**src/rtl/fifo_lvl.sv**
```systemverilog
// fifo_lvl: single-clock FIFO with occupancy level, almost-full/almost-empty flags and sticky errors.
// Optional feature macro FIFO_BYPASS_EN: an empty FIFO hands a same-cycle push straight to a pop.
module fifo_lvl #(
  parameter int unsigned WIDTH      = 8,
  parameter int unsigned DEPTH_BITS = 2,
  parameter int unsigned AFULL_LVL  = (2**DEPTH_BITS) - 1,
  parameter int unsigned AEMPTY_LVL = 1
) (
  input  logic                  i_clk,
  input  logic                  i_reset_n,
  input  logic                  i_flush,
  input  logic                  i_clr_err,
  input  logic [WIDTH-1:0]      i_data,
  input  logic                  i_push,
  output logic                  o_push_ready,
  input  logic                  i_pop,
  output logic                  o_pop_valid,
  output logic [WIDTH-1:0]      o_data,
  output logic [DEPTH_BITS:0]   o_level,
  output logic                  o_empty,
  output logic                  o_full,
  output logic                  o_almost_empty,
  output logic                  o_almost_full,
  output logic                  o_overflow,
  output logic                  o_underflow
);

  localparam int unsigned         DEPTH    = 2**DEPTH_BITS;
  localparam logic [DEPTH_BITS:0] DEPTH_L  = (DEPTH_BITS+1)'(DEPTH);
  localparam logic [DEPTH_BITS:0] AFULL_L  = (DEPTH_BITS+1)'(AFULL_LVL);
  localparam logic [DEPTH_BITS:0] AEMPTY_L = (DEPTH_BITS+1)'(AEMPTY_LVL);
  localparam logic [DEPTH_BITS:0] ZERO_L   = {(DEPTH_BITS+1){1'b0}};

  logic [WIDTH-1:0]    mem_r [DEPTH];
  logic [DEPTH_BITS:0] head_r, tail_r, level_s;
  logic                empty_s, full_s, pop_acc_s, push_acc_s, bypass_s;
  logic                wr_en_s, ovf_evt_s, unf_evt_s;
  logic                ovf_r, unf_r;

  function automatic logic [DEPTH_BITS:0] ptr_inc(input logic [DEPTH_BITS:0] ptr);
    return ptr + {{DEPTH_BITS{1'b0}}, 1'b1};
  endfunction

  // Accept/reject decisions and error events for the current cycle
  always_comb begin
    level_s    = head_r - tail_r;
    empty_s    = (level_s == ZERO_L);
    full_s     = (level_s == DEPTH_L);
    pop_acc_s  = i_pop & ~empty_s;
    push_acc_s = i_push & (~full_s | pop_acc_s);
`ifdef FIFO_BYPASS_EN
    bypass_s   = empty_s & i_push & i_pop & ~i_flush;
`else
    bypass_s   = 1'b0;
`endif
    // flush swallows both requests without flagging them as errors
    wr_en_s    = push_acc_s & ~bypass_s & ~i_flush;
    ovf_evt_s  = i_push & ~push_acc_s & ~i_flush;
    unf_evt_s  = i_pop & ~pop_acc_s & ~bypass_s & ~i_flush;
  end

  // Head/tail pointer update, flush returns both to slot 0
  always_ff @(posedge i_clk or negedge i_reset_n) begin
    if (!i_reset_n) begin
      head_r <= ZERO_L;
      tail_r <= ZERO_L;
    end else if (i_flush) begin
      head_r <= ZERO_L;
      tail_r <= ZERO_L;
    end else begin
      if (wr_en_s) begin
        head_r <= ptr_inc(head_r);
      end
      if (pop_acc_s) begin
        tail_r <= ptr_inc(tail_r);
      end
    end
  end

  // Storage array write port
  always_ff @(posedge i_clk or negedge i_reset_n) begin
    if (!i_reset_n) begin
      for (int i = 0; i < DEPTH; i++) begin
        mem_r[i] <= {WIDTH{1'b0}};
      end
    end else if (wr_en_s) begin
      mem_r[head_r[DEPTH_BITS-1:0]] <= i_data;
    end
  end

  // Sticky error flags, a new error outranks a same-cycle clear
  always_ff @(posedge i_clk or negedge i_reset_n) begin
    if (!i_reset_n) begin
      ovf_r <= 1'b0;
      unf_r <= 1'b0;
    end else begin
      if (ovf_evt_s) begin
        ovf_r <= 1'b1;
      end else if (i_clr_err) begin
        ovf_r <= 1'b0;
      end
      if (unf_evt_s) begin
        unf_r <= 1'b1;
      end else if (i_clr_err) begin
        unf_r <= 1'b0;
      end
    end
  end

  assign o_level        = level_s;
  assign o_empty        = empty_s;
  assign o_full         = full_s;
  assign o_almost_empty = (level_s <= AEMPTY_L);
  assign o_almost_full  = (level_s >= AFULL_L);
  assign o_push_ready   = ~full_s | i_pop;
  assign o_overflow     = ovf_r;
  assign o_underflow    = unf_r;

`ifdef FIFO_BYPASS_EN
  assign o_data      = empty_s ? i_data : mem_r[tail_r[DEPTH_BITS-1:0]];
  assign o_pop_valid = ~empty_s | (i_push & ~i_flush);
`else
  assign o_data      = mem_r[tail_r[DEPTH_BITS-1:0]];
  assign o_pop_valid = ~empty_s;
`endif

endmodule

```
**config.mk**
```make
export PLATFORM = sky130hd
export DESIGN_NAME = fifo_lvl
export DESIGN_NICKNAME = d
export VERILOG_FILES = /design/src/rtl/fifo_lvl.sv
export SDC_FILE = /design/constraint.sdc
export NUM_CORES = 1
export LEC_CHECK = 0
export ABC_AREA = 1
export CORE_MARGIN = 4
export CORE_UTILIZATION = 35
export DETAILED_ROUTE_END_ITERATION = 6
export SLEW_MARGIN = 10
export SYNTH_ARGS = -nofsm -noshare
export SYNTH_HDL_FRONTEND = slang
export SYNTH_SLANG_ARGS = --single-unit
```
**constraint.sdc**
```tcl
create_clock -name i_clk -period 6.2 [get_ports i_clk]
set_clock_uncertainty 0.15 [all_clocks]
set_input_delay 0.62 -clock i_clk [delete_from_list [all_inputs] [get_ports i_clk]]
set_output_delay 0.62 -clock i_clk [all_outputs]
set_load 0.05 [all_outputs]
```
Word-level counts from Yosys, hierarchy flattened --
Cells that the tools add are included.
Word-level totals: register bits 40, input bits 14, output and inout bits 19, word-level logic and storage cells 52
Operators by class: add/subtract/negate cells 3, $lt $le $gt $ge 5, eq/ne operators 1, mux-type cells 13, bitwise gates (word level) 16, reductions and logical operators 6
Operators with widths (number):
- $bwmux 32 | 1
- $mux 8 | 3
- $bmux 8 s2 | 1
- $demux 8 s2 | 1
- $mux 3 | 4
- $reduce_bool 2->1 | 4
- $and 1x1->1 | 7
- $add 3x1->3 const B | 2
- $ge 3x3->1 const B | 2
- $not 2->3 | 2
- $not 1->1 | 5
- $eq 3x3->1 const B | 1
- $ge 3x2->1 const B | 1
- $le 3x1->1 const B | 1
- $logic_not 3->1 | 1
- $lt 3x1->1 const B | 1
- $mux 1 | 3
- $sub 3x3->3 | 1
- $or 1x1->1 | 2
- $logic_and 1x1->1 | 1

Longest topological paths before layout --
depth after elaboration 10, depth in mapped cells 11, gate-level depth less buffers 10

Least setup slack after synthesis --
No wires, ideal clock.
path type reg2out, start point reg head_r[0], end point out o_empty, arrival time 2306 ps, data required time 5430 ps, path slack 3124 ps, stages on the path, launching flop included 8, path buffers 0, path through dfrtp_1 > inv_1 > ha_1 > fa_1 > nand2_1 > inv_1 > nand3_1 > inv_1
Between the ends: word-level cells in the longest chain between the ends 2
Ends and longest elaborated chain:
- from (decl) | line 35 | logic [DEPTH_BITS:0] head_r, tail_r, level_s;
- from (signal assigned) | line 72 | head_r <= ptr_inc(head_r);
- $sub 3x3->3 | line 46 | level_s = head_r - tail_r;
- $logic_not 3->1 | line 47 | empty_s = (level_s == ZERO_L);
- to (decl) | line 20 | output logic o_empty,
Every way passes these cells.

Worst setup path in the final report --
start point reg tail_r[0], end point out o_push_ready
Between the ends: word-level cells in the longest chain between the ends 4
Ends and longest elaborated chain:
- from (decl) | line 35
- from (signal assigned) | line 75 | tail_r <= ptr_inc(tail_r);
- $sub 3x3->3 | line 46
- $eq 3x3->1 | line 48 | full_s = (level_s == DEPTH_L);
- $not 1->1 | line 115 | assign o_push_ready = ~full_s | i_pop;
- $or 1x1->1 | line 115
- to (decl) | line 15 | output logic o_push_ready,
Every way passes these cells.

==> results.md <==
* Worst vdd ir at between 0.2 and 0.25 mV
* Final ANT Viol Nets at 0
* CP Buf/Inv Count at 2
* Post_cts resized at 0
* Total number of yosys warnings at 0
* Crit path largest cell delay at approximately 900 ps
* Clock Path Buffers at 2
* CTS Buf Count at 5
* Initial antenna violation count at 0
* CTS root buf: clkbuf_8
* Min cycle time layout at 3960 ps
* H-tree Lvls at 2
* Starting density of the core at 0.360
* Drt total wl at 5260 µm
* Worst Slack Setup Final at around 2200 ps
* Core Area at slightly below 6000 µm²
* TNS Setup at 0 ps
* Count leader, synth: nand2_1
* CTS tree: done
* Seq cells post-synth at 40
* Synth Area per Inst at between 8 and 9 µm²
* Final setup vio count at 0
* GRT Total Usage at 0.154
* Total global routing overflow at 0
* Unrepaired setup endpoints after global routing: no
* Post-synth top area share at 0.472
* Global Route met3 Usage at 0.0336
* Post-route DRC at 0
* Max Cap Violations at 0
* Synth Cell Area at ~2100 µm²
* Worst rel slew slack at 0.278
* Number of vias per cell at 5.16
* Power, Total at 0.00144 W
* # clock sinks at 40
* Tcrit/Tclk final at 0.639
* Ys async rst share at 1.00
* # IOs at 33
* Pre-CTS WS at 2580 ps
* Port Buffers at 32
* Area leader, netlist: dfrtp_1
* Critical path type: reg -> out
* Startpoint Class: register
* Most instantiated cells after synthesis: 77 x nand2_1, 40 x dfrtp_1, 33 x nand4_1
* Run status: complete, no violations
* Crit Path Max Fanout at 42
* Total die area at 7370 µm²
* Die Width at 85.8 µm
* M2 GR Usage at 0.239
* Initial DRC Count at slightly below 200
* Drt wl/cell at 14.7 µm
* First-pass GRT wire length at 8830 µm
* Dpl cells at 350
* GR peak layer: met2
* Largest net degree at the start of global routing at 43
* Worst-Margin Slew at between 1000 and 1500 ps
* Post-synth EDFFs at 0
* Max Clk Rate at 252 MHz
* Crit-path slowest cell: clkdlybuf4s50_1
* Synth Flop Type: dfrtp_1
* Clock slew at the register clock pins of the worst setup and hold paths at around 70 ps
* Leakage power at 1.26 nW
* Number of diodes at 0
* Fraction of layout cells with a size suffix above 1 at 0.0426
* Vias at ~1800
* Fillers at about 600
* CP top delay family: buffers and inverters
* Register area share after synthesis at 0.472
* WP data arrival at 3190 ps
* Synthesis-to-finish area growth at 18.5%
* Crit-path cells: ha_1 -> fa_1 -> nand2_1 -> inv_1 -> nand3_4 -> clkdlybuf4s50_1
* DRT Pass-1 Iters at 4
* Post-CTS setup buffers at 0
* GPL Wtd Cong at 0.798
* Hold_buf cts at 0
* Critical Path RT at 5430 ps
* Pwr dens at roughly 580 nW/µm²
* Distinct cells, synth at 20
* Cells after synthesis at between 200 and 300
* Finished Layout Cells at ~360
* M1 GR Usage at 0.212
* Nets at ~300
* CP endpoint kind: output port
* Die H at 85.8 µm
* Worst-Skew Late Latency at 290 ps
* Post-DP HPWL at 3480 µm
* Vias in the first global route at roughly 1800
* Fin. max-slew vios at 0
* Post-layout util at 0.427
* Worst hold-check path type: in -> async
* Synth Net Count at 281
* Std cell rows at 28
* Final Hold Fails at 0
* Synth top area cells: dfrtp_1 47%, nand2_1 14%, nand4_1 9.7%
[state kept, by name, indices dropped and copies added, names as in the netlist]
| register | count |
|---|---|
| o_overflow | 1 |
| head_r | 3 |
| mem_r | 32 |
| tail_r | 3 |
| o_underflow | 1 |
[metal layers]
layer	wire length [µm]	vias up	part of all wire
met5	0	-	0
met1	2470	886	0.47
met2	2490	33	0.47
met4	102	0	0.019
met3	197	8	0.037
li1	-	914	-
[stage by stage]
stage / cell area, µm² / hold WS [ps]
after global routing: 2510 / 342
after detailed placement: 2430 / 303
after floorplan: 2120 / 174
after global placement: 2430 / 298
after CTS: 2510 / 320
final: 2510 / 286
[cell type report]
cell class / instances / area [µm²] / share of cell area
flip-flops and latches: 40 / 1000 / 0.399
multi-input cells: 185 / 952 / 0.379
repair buffers: 32 / 315 / 0.126
well taps: 75 / 93.8 / 0.0374
clock buffers: 5 / 68.8 / 0.0274
inverters: 18 / 67.6 / 0.0269
clock inverters: 2 / 12.5 / 0.00498
[path summary, 6_finish.rpt]
| check | start | endpoint | slack, ps | cells after the start |
|---|---|---|---|---|
| max | tail_r[0] | o_push_ready | 2240 | 6 |
| min | i_reset_n | mem_r[4] | 290 | 1 |
| max reg2reg | tail_r[0] | mem_r[3] | 3240 | 8 |
| min reg2reg | mem_r[21] | mem_r[21] | 320 | 2 |
| max in group asynchronous | i_reset_n | mem_r[10] | 5070 | 1 |
| min in group i_clk | mem_r[21] | mem_r[21] | 320 | 2 |
[cells by family after synthesis]
group	synth area share
and+or+nand+nor	0.327
DFF	0.472
buffers and inverters	0.0785
AOI/OAI and AO/OA	0.0691
adders and majority gates	0.0449
xor gates and xnor gates	0.00827
[worst reg2reg max path, delay by kind of cell (launching register included)]
kind | cells | cell delay [ps]
adder cells (fa/ha/maj) | 2 | 710
AND/OR/NAND/NOR | 5 | 1170
buffers and inverters | 1 | 80
flip-flops | 1 | 740
[where the power goes]
part	switching (W)	leakage [nW]	internal, W
combinational	0.000585	0.698	0.000269
sequential	0.0000713	0.520	0.000357
clock	0.0000863	0.0400	0.0000761
[placed cells by master (no fill, tap or decap)]
cell              n
nand2_1          77
dfrtp_1          40
nand4_1          33
clkdlybuf4s50_1  31
inv_1            18
nor2_1           18
o21ai_0          18
nand3_1          17
o22ai_1           9
ha_1              6
clkbuf_8          5
xor2_1            2
nand2_2           1
nand3_2           1
nand2_4           1
nand3_4           1
fa_1              1
clkinv_2          1
clkinvlp_4        1
buf_2             1
No activity file was read; power rests on OpenSTA's default activity.
